<file path="src/rtl/bp_be_pipe_sys_n_if.sv">
// Page-table-walker bus between the system pipe (master side) and the walker (slave side).
interface bp_be_pipe_sys_n_if #(
  parameter int vaddr_width_p = 39
) ();
  logic                     ptw_miss_v_o;
  logic [1:0]               ptw_miss_type_o;
  logic [vaddr_width_p-1:0] ptw_miss_pc_o;
  logic [vaddr_width_p-1:0] ptw_miss_vaddr_o;
  logic                     ptw_fill_v_i;
  logic                     ptw_fault_i;
  logic [vaddr_width_p-1:0] ptw_fault_vaddr_i;

  modport master (
    output ptw_miss_v_o, ptw_miss_type_o, ptw_miss_pc_o, ptw_miss_vaddr_o,
    input  ptw_fill_v_i, ptw_fault_i, ptw_fault_vaddr_i
  );

  modport slave (
    input  ptw_miss_v_o, ptw_miss_type_o, ptw_miss_pc_o, ptw_miss_vaddr_o,
    output ptw_fill_v_i, ptw_fault_i, ptw_fault_vaddr_i
  );
endinterface

</file>
<file path="src/rtl/bp_be_pipe_sys_n.sv">
// Back-end system pipe: delays sys/CSR ops to commit and arbitrates TLB misses to the page walker.
// Define BP_BE_SYS_MISS_CNT_EN to build the saturating walk-request counter on miss_cnt_o.
module bp_be_pipe_sys_n #(
  parameter int vaddr_width_p = 39,
  parameter int instr_width_p = 32,
  parameter int dword_width_p = 64,
  parameter int stages_p      = 2
) (
  input  logic                     clk_i,
  input  logic                     reset_i,

  input  logic                     v_i,
  input  logic                     poison_i,
  input  logic                     sys_v_i,
  input  logic                     csr_v_i,
  input  logic                     is_store_i,
  input  logic [vaddr_width_p-1:0] pc_i,
  input  logic [instr_width_p-1:0] instr_i,
  input  logic [dword_width_p-1:0] rs1_i,
  input  logic [dword_width_p-1:0] imm_i,
  input  logic [3:0]               csr_op_i,
  input  logic                     csr_imm_i,

  input  logic                     flush_i,
  input  logic                     commit_v_i,
  input  logic                     itlb_miss_i,
  input  logic                     dtlb_miss_i,
  input  logic                     irq_pending_i,
  input  logic                     mem_ready_i,
  input  logic                     long_ready_i,

  bp_be_pipe_sys_n_if.master       ptw,

  output logic                     csr_cmd_v_o,
  output logic [3:0]               csr_op_o,
  output logic [11:0]              csr_addr_o,
  output logic [dword_width_p-1:0] csr_data_o,
  output logic                     v_o,
  output logic                     ready_o,
  output logic                     interrupt_v_o,
  output logic                     replay_o,
  output logic                     fault_v_o,
  output logic [1:0]               fault_type_o,
  output logic [vaddr_width_p-1:0] fault_vaddr_o,
  output logic [15:0]              miss_cnt_o
);

  typedef enum logic [1:0] {
    e_idle = 2'd0,
    e_miss = 2'd1,
    e_wait = 2'd2
  } state_e;

  typedef struct packed {
    logic [vaddr_width_p-1:0] pc;
    logic [instr_width_p-1:0] instr;
    logic                     store;
    logic [vaddr_width_p-1:0] vaddr;
    logic [3:0]               csr_op;
    logic [11:0]              csr_addr;
    logic [dword_width_p-1:0] csr_data;
  } stage_s;

  logic [dword_width_p-1:0] eff_addr;
  stage_s                   dispatch;
  stage_s                   commit;
  stage_s                   data_r [stages_p];
  logic [stages_p-1:0]      sys_v_r;
  logic [stages_p-1:0]      csr_v_r;

  state_e                   state_r, state_n;
  logic                     miss_req;
  logic                     take_miss;
  logic                     fault_hit;
  logic [1:0]               miss_type_r;
  logic [vaddr_width_p-1:0] miss_pc_r;
  logic [vaddr_width_p-1:0] miss_vaddr_r;
  logic                     fault_v_r;
  logic                     unused_bits;

  assign eff_addr = rs1_i + imm_i;

  assign dispatch = '{
    pc:       pc_i,
    instr:    instr_i,
    store:    is_store_i,
    vaddr:    eff_addr[vaddr_width_p-1:0],
    csr_op:   csr_op_i,
    csr_addr: instr_i[31:20],
    csr_data: csr_imm_i ? imm_i : rs1_i
  };

  // Flush also blocks the op dispatching in the same cycle, so nothing older than the flush survives.
  // NOTE: sequential state uses <= so each stage samples its neighbour's pre-edge value.
  always_ff @(posedge clk_i or posedge reset_i) begin
    if (reset_i) begin
      sys_v_r <= '0;
      csr_v_r <= '0;
    end else if (flush_i) begin
      sys_v_r <= '0;
      csr_v_r <= '0;
    end else begin
      sys_v_r[0] <= v_i & ~poison_i & sys_v_i;
      csr_v_r[0] <= v_i & ~poison_i & csr_v_i;
      for (int i = 1; i < stages_p; i++) begin
        sys_v_r[i] <= sys_v_r[i-1];
        csr_v_r[i] <= csr_v_r[i-1];
      end
    end
  end

  // NOTE: payload flops have no reset; valid bits and the FSM decide when their contents matter.
  always_ff @(posedge clk_i) begin
    data_r[0] <= dispatch;
    for (int i = 1; i < stages_p; i++) begin
      data_r[i] <= data_r[i-1];
    end
  end

  assign commit = data_r[stages_p-1];

  assign v_o         = sys_v_r[stages_p-1];
  assign csr_cmd_v_o = csr_v_r[stages_p-1] & commit_v_i;
  assign csr_op_o    = commit.csr_op;
  assign csr_addr_o  = commit.csr_addr;
  assign csr_data_o  = commit.csr_data;

  assign miss_req = commit_v_i & (itlb_miss_i | dtlb_miss_i);

  always_ff @(posedge clk_i or posedge reset_i) begin
    if (reset_i) state_r <= e_idle;
    else         state_r <= state_n;
  end

  // Misses arriving while a walk is outstanding are bounced back as replays.
  always_comb begin
    // NOTE: every output of this block gets a default first, so no path can infer a latch.
    state_n   = state_r;
    take_miss = 1'b0;
    fault_hit = 1'b0;
    replay_o  = 1'b0;
    unique case (state_r)
      e_idle: begin
        if (miss_req) begin
          state_n   = e_miss;
          take_miss = 1'b1;
        end
      end
      e_miss: begin
        state_n  = e_wait;
        replay_o = miss_req;
      end
      e_wait: begin
        replay_o = miss_req;
        if (ptw.ptw_fill_v_i) begin
          state_n   = e_idle;
          fault_hit = ptw.ptw_fault_i;
        end
      end
      default: state_n = e_idle;
    endcase
  end

  always_ff @(posedge clk_i) begin
    if (take_miss) begin
      miss_type_r  <= itlb_miss_i ? 2'b01 : (commit.store ? 2'b11 : 2'b10);
      miss_pc_r    <= commit.pc;
      miss_vaddr_r <= itlb_miss_i ? commit.pc : commit.vaddr;
    end
    if (fault_hit) begin
      fault_type_o  <= miss_type_r;
      fault_vaddr_o <= ptw.ptw_fault_vaddr_i;
    end
  end

  always_ff @(posedge clk_i or posedge reset_i) begin
    if (reset_i) fault_v_r <= 1'b0;
    else         fault_v_r <= fault_hit;
  end

  assign fault_v_o            = fault_v_r;
  assign ptw.ptw_miss_v_o     = (state_r == e_miss);
  assign ptw.ptw_miss_type_o  = miss_type_r;
  assign ptw.ptw_miss_pc_o    = miss_pc_r;
  assign ptw.ptw_miss_vaddr_o = miss_vaddr_r;

  assign ready_o       = ~irq_pending_i & (state_r == e_idle);
  assign interrupt_v_o = irq_pending_i & mem_ready_i & long_ready_i & ~commit_v_i
                       & (state_r == e_idle) & ~(|sys_v_r);

`ifdef BP_BE_SYS_MISS_CNT_EN
  logic [15:0] miss_cnt_r;

  always_ff @(posedge clk_i or posedge reset_i) begin
    if (reset_i)                                           miss_cnt_r <= '0;
    else if ((state_r == e_miss) && (miss_cnt_r != 16'hFFFF)) miss_cnt_r <= miss_cnt_r + 16'd1;
  end

  assign miss_cnt_o = miss_cnt_r;
`else
  assign miss_cnt_o = '0;
`endif

  // Committed instruction word and the high address bits are carried but never consumed here.
  assign unused_bits = ^{commit.instr, eff_addr[dword_width_p-1:vaddr_width_p]};

endmodule

</file>
<file path="src/flat_wrapper.sv">
// flat-port wrapper written by rule: the top's interface ports become plain ports
module bp_be_pipe_sys_n_flat 
#(
  parameter int vaddr_width_p = 39,
  parameter int instr_width_p = 32,
  parameter int dword_width_p = 64,
  parameter int stages_p      = 2
)
  (clk_i, reset_i, v_i, poison_i, sys_v_i, csr_v_i, is_store_i, pc_i, instr_i, rs1_i, imm_i, csr_op_i, csr_imm_i, flush_i, commit_v_i, itlb_miss_i, dtlb_miss_i, irq_pending_i, mem_ready_i, long_ready_i, csr_cmd_v_o, csr_op_o, csr_addr_o, csr_data_o, v_o, ready_o, interrupt_v_o, replay_o, fault_v_o, fault_type_o, fault_vaddr_o, miss_cnt_o, ptw_ptw_miss_v_o, ptw_ptw_miss_type_o, ptw_ptw_miss_pc_o, ptw_ptw_miss_vaddr_o, ptw_ptw_fill_v_i, ptw_ptw_fault_i, ptw_ptw_fault_vaddr_i);
  bp_be_pipe_sys_n_if #(.vaddr_width_p(vaddr_width_p)) ptw_i ();
  input  logic clk_i;
  input  logic reset_i;
  input  logic v_i;
  input  logic poison_i;
  input  logic sys_v_i;
  input  logic csr_v_i;
  input  logic is_store_i;
  input  logic [vaddr_width_p-1:0] pc_i;
  input  logic [instr_width_p-1:0] instr_i;
  input  logic [dword_width_p-1:0] rs1_i;
  input  logic [dword_width_p-1:0] imm_i;
  input  logic [3:0] csr_op_i;
  input  logic csr_imm_i;
  input  logic flush_i;
  input  logic commit_v_i;
  input  logic itlb_miss_i;
  input  logic dtlb_miss_i;
  input  logic irq_pending_i;
  input  logic mem_ready_i;
  input  logic long_ready_i;
  output logic csr_cmd_v_o;
  output logic [3:0] csr_op_o;
  output logic [11:0] csr_addr_o;
  output logic [dword_width_p-1:0] csr_data_o;
  output logic v_o;
  output logic ready_o;
  output logic interrupt_v_o;
  output logic replay_o;
  output logic fault_v_o;
  output logic [1:0] fault_type_o;
  output logic [vaddr_width_p-1:0] fault_vaddr_o;
  output logic [15:0] miss_cnt_o;
  output wire logic [$bits(ptw_i.ptw_miss_v_o)-1:0] ptw_ptw_miss_v_o;
  output wire logic [$bits(ptw_i.ptw_miss_type_o)-1:0] ptw_ptw_miss_type_o;
  output wire logic [$bits(ptw_i.ptw_miss_pc_o)-1:0] ptw_ptw_miss_pc_o;
  output wire logic [$bits(ptw_i.ptw_miss_vaddr_o)-1:0] ptw_ptw_miss_vaddr_o;
  input wire logic [$bits(ptw_i.ptw_fill_v_i)-1:0] ptw_ptw_fill_v_i;
  input wire logic [$bits(ptw_i.ptw_fault_i)-1:0] ptw_ptw_fault_i;
  input wire logic [$bits(ptw_i.ptw_fault_vaddr_i)-1:0] ptw_ptw_fault_vaddr_i;
  assign ptw_ptw_miss_v_o = ptw_i.ptw_miss_v_o;
  assign ptw_ptw_miss_type_o = ptw_i.ptw_miss_type_o;
  assign ptw_ptw_miss_pc_o = ptw_i.ptw_miss_pc_o;
  assign ptw_ptw_miss_vaddr_o = ptw_i.ptw_miss_vaddr_o;
  assign ptw_i.ptw_fill_v_i = ptw_ptw_fill_v_i;
  assign ptw_i.ptw_fault_i = ptw_ptw_fault_i;
  assign ptw_i.ptw_fault_vaddr_i = ptw_ptw_fault_vaddr_i;
  bp_be_pipe_sys_n #(.vaddr_width_p(vaddr_width_p), .instr_width_p(instr_width_p), .dword_width_p(dword_width_p), .stages_p(stages_p)) u_core (.clk_i(clk_i), .reset_i(reset_i), .v_i(v_i), .poison_i(poison_i), .sys_v_i(sys_v_i), .csr_v_i(csr_v_i), .is_store_i(is_store_i), .pc_i(pc_i), .instr_i(instr_i), .rs1_i(rs1_i), .imm_i(imm_i), .csr_op_i(csr_op_i), .csr_imm_i(csr_imm_i), .flush_i(flush_i), .commit_v_i(commit_v_i), .itlb_miss_i(itlb_miss_i), .dtlb_miss_i(dtlb_miss_i), .irq_pending_i(irq_pending_i), .mem_ready_i(mem_ready_i), .long_ready_i(long_ready_i), .ptw(ptw_i), .csr_cmd_v_o(csr_cmd_v_o), .csr_op_o(csr_op_o), .csr_addr_o(csr_addr_o), .csr_data_o(csr_data_o), .v_o(v_o), .ready_o(ready_o), .interrupt_v_o(interrupt_v_o), .replay_o(replay_o), .fault_v_o(fault_v_o), .fault_type_o(fault_type_o), .fault_vaddr_o(fault_vaddr_o), .miss_cnt_o(miss_cnt_o));
endmodule
</file>
<file path="config.mk">
export PLATFORM = sky130hd
export DESIGN_NAME = bp_be_pipe_sys_n_flat
export DESIGN_NICKNAME = d
export VERILOG_FILES = /design/src/rtl/bp_be_pipe_sys_n_if.sv /design/src/rtl/bp_be_pipe_sys_n.sv /design/src/flat_wrapper.sv
export SDC_FILE = /design/constraint.sdc
export NUM_CORES = 1
export LEC_CHECK = 0
export ABC_AREA = 0
export BUFFER_PORTS_ARGS = -buffer_cell sky130_fd_sc_hd__buf_2
export CORE_ASPECT_RATIO = 0.6
export CORE_MARGIN = 5
export CORE_UTILIZATION = 40
export CTS_BUF_LIST = sky130_fd_sc_hd__clkbuf_2
export CTS_CLUSTER_DIAMETER = 80
export DETAILED_ROUTE_END_ITERATION = 6
export PLACE_DENSITY = 0.75
export SETUP_SLACK_MARGIN = 0.3
export SYNTH_ARGS = -nofsm -noshare
export SYNTH_HDL_FRONTEND = slang
export SYNTH_SLANG_ARGS = --single-unit
</file>
<file path="constraint.sdc">
create_clock -name clk_i -period 5.2 [get_ports clk_i]
set_input_delay 0.26 -clock clk_i [delete_from_list [all_inputs] [get_ports clk_i]]
set_output_delay 0.26 -clock clk_i [all_outputs]
set_load 0.005 [all_outputs]
</file>
==> flow_summary.yaml, run 1 <==
status:
  status: "stopped before the end"
  stop_stage: "clock tree synthesis (4_1_cts)"
  stop_error: "[ERROR RSZ-0060] Max buffer count reached."
place:
  gp_congestion: 0.868
  placed_cells: 1797
  portBuffers: 446
  place_hpwl_um: 27400
clock_tree:
  cts_resized: 0
  htree_levels: 3
  numCtsBuffers: 97
  cts_setup_buffers: 0
  cts_buffer_depth: 3
  postCtsHoldBufs: 397
  clock-sinks: 446
  cts_root_buf: "clkbuf_2"
yosys:
  synth_cell_types: 60
  ys.flop_type: "dfxtp_1"
  ys_ff_latch: 446
  syn_avg_cell_area_um2: 14.6
  synth-seq-area-share: 0.703
  syn_inst: 988
  ys_warn_count: 0
  synth_edf_count: 121
  syn_area_um2: 14500
  async_flop_share: 0.0157
floorplanning:
  io_pins: 483
  die_w_um: 255
  rows: 53
  initial_core_util: 0.409
  fp.dieH_um: 157
-- logic make-up after synthesis --
kind of cell / count (synthesis) / synth area share
AND/OR/NAND/NOR: 99 / 0.0358
other: 1 / 0.000259
AO/OA/AOI/OAI: 123 / 0.0598
multiplexers: 102 / 0.0794
flip-flops: 446 / 0.703
buffers and inverters: 138 / 0.0620
XOR/XNOR: 37 / 0.0224
adder cells (fa/ha/maj): 42 / 0.0369
-- stage by stage --
| stage | utilization | worst slack, ps | hold slack [ps] | area (µm²) |
|---|---|---|---|---|
| 3_5_place_dp | 0.468 | 2440 | 206 | 16500 |
| 2_1_floorplan | - | 648 | 63.4 | 14500 |
| 3_3_place_gp | 0.468 | 2480 | 206 | 16500 |
-- cell usage after synthesis, types with 2 or more instances --
cell type    n  area, µm²
clkbuf_1    20       75.1
o211ai_1     3       22.5
a31oi_1     10       62.6
nor3_1       4       20.0
dfxtp_1    318       6370
o21bai_1     3       22.5
or3b_1       2       17.5
and4_1       2       17.5
a211oi_1     3       22.5
a221oi_1     2       17.5
buf_4       96        721
o21ai_0     17       85.1
xor2_1      11       96.3
o21ai_1      7       35.0
nand2_1     27        101
and2_1       6       37.5
buf_2        3       15.0
a21o_1      27        203
nor4bb_1     2       20.0
o21ai_2      2       17.5
xnor2_1     26        228
a21oi_1     30        150
a211o_1      2       17.5
nand2b_1     2       12.5
o21a_1       2       15.0
nor2_1      20       75.1
nor2b_1      4       25.0
edfxtp_1   121       3630
mux2_2     102       1150
dfrtp_1      7        175
buf_6        2       22.5
inv_1       16       60.1
nand3_1     10       50.1
ha_1        41        513
and3_1       4       25.0
nand4_1      9       56.3
a41o_1       2       20.0
==> run 2: changes to the inputs <==
--- a/config.mk
+++ b/config.mk
@@ -7,14 +7,10 @@
 export LEC_CHECK = 0
 export ABC_AREA = 0
 export BUFFER_PORTS_ARGS = -buffer_cell sky130_fd_sc_hd__buf_2
-export CORE_ASPECT_RATIO = 0.6
 export CORE_MARGIN = 5
-export CORE_UTILIZATION = 40
-export CTS_BUF_LIST = sky130_fd_sc_hd__clkbuf_2
-export CTS_CLUSTER_DIAMETER = 80
+export CORE_UTILIZATION = 25
 export DETAILED_ROUTE_END_ITERATION = 6
-export PLACE_DENSITY = 0.75
-export SETUP_SLACK_MARGIN = 0.3
+export PLACE_DENSITY_LB_ADDON = 0.15
 export SYNTH_ARGS = -nofsm -noshare
 export SYNTH_HDL_FRONTEND = slang
 export SYNTH_SLANG_ARGS = --single-unit
==> flow_summary.yaml, run 2 <==
status:
  status: "complete, no violations"
cells_and_area:
  largest_reg_flops: 318
  final_common_cell: "buf_2"
  final_nets: 1914
  final_cell_mix: "buf_2, dfxtp_1, dlygate4sd3_1, edfxtp_1, mux2_2"
  syn2layout_area_growth_pct: 45.0
  fin_area_um2: 21000
  drive_gt1_frac: 0.392
  final_core_util: 0.365
  top_register: "u_core.data_r"
  fillers: 5691
critical_path:
  reg2reg_slack_ps: 3320
  startpoint_type: "primary input"
  endpoint_kind: "register"
  r2r-start: "u_core.state_r[1]"
  critPathKind: "in -> reg"
  rr_worst_depth: 5
  cp.required_ps: 5680
  startpoint: "rs1_i[0]"
  crit_path_end: "u_core.data_r[0][116]"
  r2r_end: "u_core.ptw.ptw_miss_pc_o[29]"
  critPathMaxFanout: 4
  arrival_ps: 3140
clock_tree:
  clock-sinks: 446
  cts_resized: 0
  postCtsHoldBufs: 230
  htree_levels: 2
  numCtsBuffers: 50
  cts_setup_buffers: 0
  cts_buffer_depth: 3
  path_clk_slew_ps: 60
  cts_root_buf: "clkbuf_16"
  cts_tree: "done"
  clock_latency_ps: 590
global_routing:
  antenna_found_initial: 2
  first_global_vias: 10200
  track_usage: 0.122
  grt_pass1_wl_um: 59900
  gr-total-overflow: 0
  grt_max_degree: 54
hold_path:
  hold_depth: 3
  hp-class: "in -> reg"
yosys:
  synth_compound_area_frac: 0.0598
  synthMuxAreaShare: 0.0794
  synth_edf_count: 121
  synthSimpleGateAreaFrac: 0.0358
  synth_top_family_by_area: "multiplexers"
  synth-seq-area-share: 0.703
  synth_top_cells_by_count: "dfxtp_1, edfxtp_1, mux2_2"
  syn_area_um2: 14500
  synthAdderAreaFrac: 0.0369
  synth_cell_types: 60
  syn_avg_cell_area_um2: 14.6
  ys_warn_count: 0
  yosys-top-cells-area: "dfxtp_1, edfxtp_1, mux2_2"
  ys_ff_latch: 446
  ys.flop_type: "dfxtp_1"
  syn_inst: 988
  yosysTopAreaCell: "dfxtp_1"
  async_flop_share: 0.0157
  yosysMostFrequentCell: "dfxtp_1"
  yosysTopAreaCellShare: 0.440
  synth_xor_area_frac: 0.0224
timing:
  slew_viol_final: 0
  min_period_ps: 2670
  tns_ps: 0
  final_hold_viol_count: 0
  rsz0062_at_grt: "false"
  slew_headroom: 0.376
  max_clock_freq_mhz: 375
  worst_pin_slew_ps: 936
  fin_skew_ps: 19.5
  fin_crit_sh: 0.513
  finalSetupViolations: 0
power_and_ir_drop:
  power_mw: 8.81
  ir_drop_mv: 0.245
  p_leak_nw: 9.05
  power_density_nw_per_um2: 420
routing:
  viasPerCell: 3.90
  drtAntennaViolNets: 0
  wl_met1_um: 16400
  wl_met3_um: 2290
  vias: 9434
  routed-wl-met2_um: 19600
  post_drt_wl_per_cell_um: 16.2
  wl_um: 39300
  drc: 0
  drtIter0Drc: 288
  dr.pass1.iters: 4
  routed.top_layer: "met4"
flow_run:
  cap_violations: 0
place:
  portBuffers: 446
  placed_area_um2: 16900
  gp_congestion: 0.793
  place_hpwl_um: 28500
floorplanning:
  coreArea_um2: 57500
  fp.dieH_um: 251
  die_w_um: 251
  io_pins: 483
  initial_core_util: 0.252
  rows: 88
  dieArea_um2: 62800
[run 2: cell counts after synthesis]
Identical to the previous run, type by type.
[run 2: per-stage QoR]
| step | std cells | worst slack, ps | hold WS [ps] |
|---|---|---|---|
| final | 2420 | 2530 | 45.6 |
| after global routing | 2419 | 2370 | 23.8 |
| after CTS | 2419 | 2420 | 1.12 |
| after detailed placement | 2096 | 2300 | 225 |
| after global placement | 2096 | 2310 | 220 |
| after floorplan | 1003 | 648 | 63.4 |
[run 2: area by class of cell]
type / instances / area [µm²] / share of cell area
Antenna cell: 1 / 2.50 / 0.000119
Clock buffer: 69 / 1430 / 0.0680
Clock inverter: 24 / 323 / 0.0154
Inverter: 16 / 60.1 / 0.00286
Multi-Input combinational cell: 419 / 3460 / 0.165
Sequential cell: 446 / 10200 / 0.485
Tap cell: 765 / 957 / 0.0457
Timing Repair Buffer: 680 / 4570 / 0.218
[run 2: logic make-up after synthesis]
| logic type | after synthesis |
|---|---|
| compound gates | 123 |
| xor+xnor | 37 |
| fa+ha+maj | 42 |
| buf+inv | 138 |
| flops | 446 |
| mux | 102 |
| other cells | 1 |
| simple gates | 99 |
[run 2: power breakdown]
part           total, mW  switching, mW  internal [mW]
logic               1.05          0.524          0.523
registers           4.12          0.111           4.01
clock network       3.65           1.45           2.19
total               8.81           2.09           6.72
[run 2: worst max-delay path, stage by stage]
cell and delay [ps]:
dlygate4sd3_1 520, buf_2 110, ha_1 170, inv_1 60, fa_1 430, nor2b_4 160
o211ai_4 100, a31oi_4 250, a211o_1 240, a31oi_1 180, o21ai_1 360, a31oi_1 160
xnor2_1 140
[run 2: worst min path at each step]
stage,start,end,slack [ps]
finish,rs1_i[1],u_core.data_r[0][1],50
global route,rs1_i[1],u_core.data_r[0][1],20
CTS,rs1_i[1],u_core.data_r[0][1],1
detailed placement,reset_i,u_core.csr_v_r[0],230
global placement,reset_i,u_core.sys_v_r[0],220
floorplan,reset_i,u_core.csr_v_r[0],60
[run 2: per-layer routing]
layer,track usage,vias up
met2,0.215,286
met3,0.0296,63
met4,0.0404,0
met1,0.146,4473
met5,0,-
li1,-,4612
Note: power is estimated with default switching activity, not from simulation.
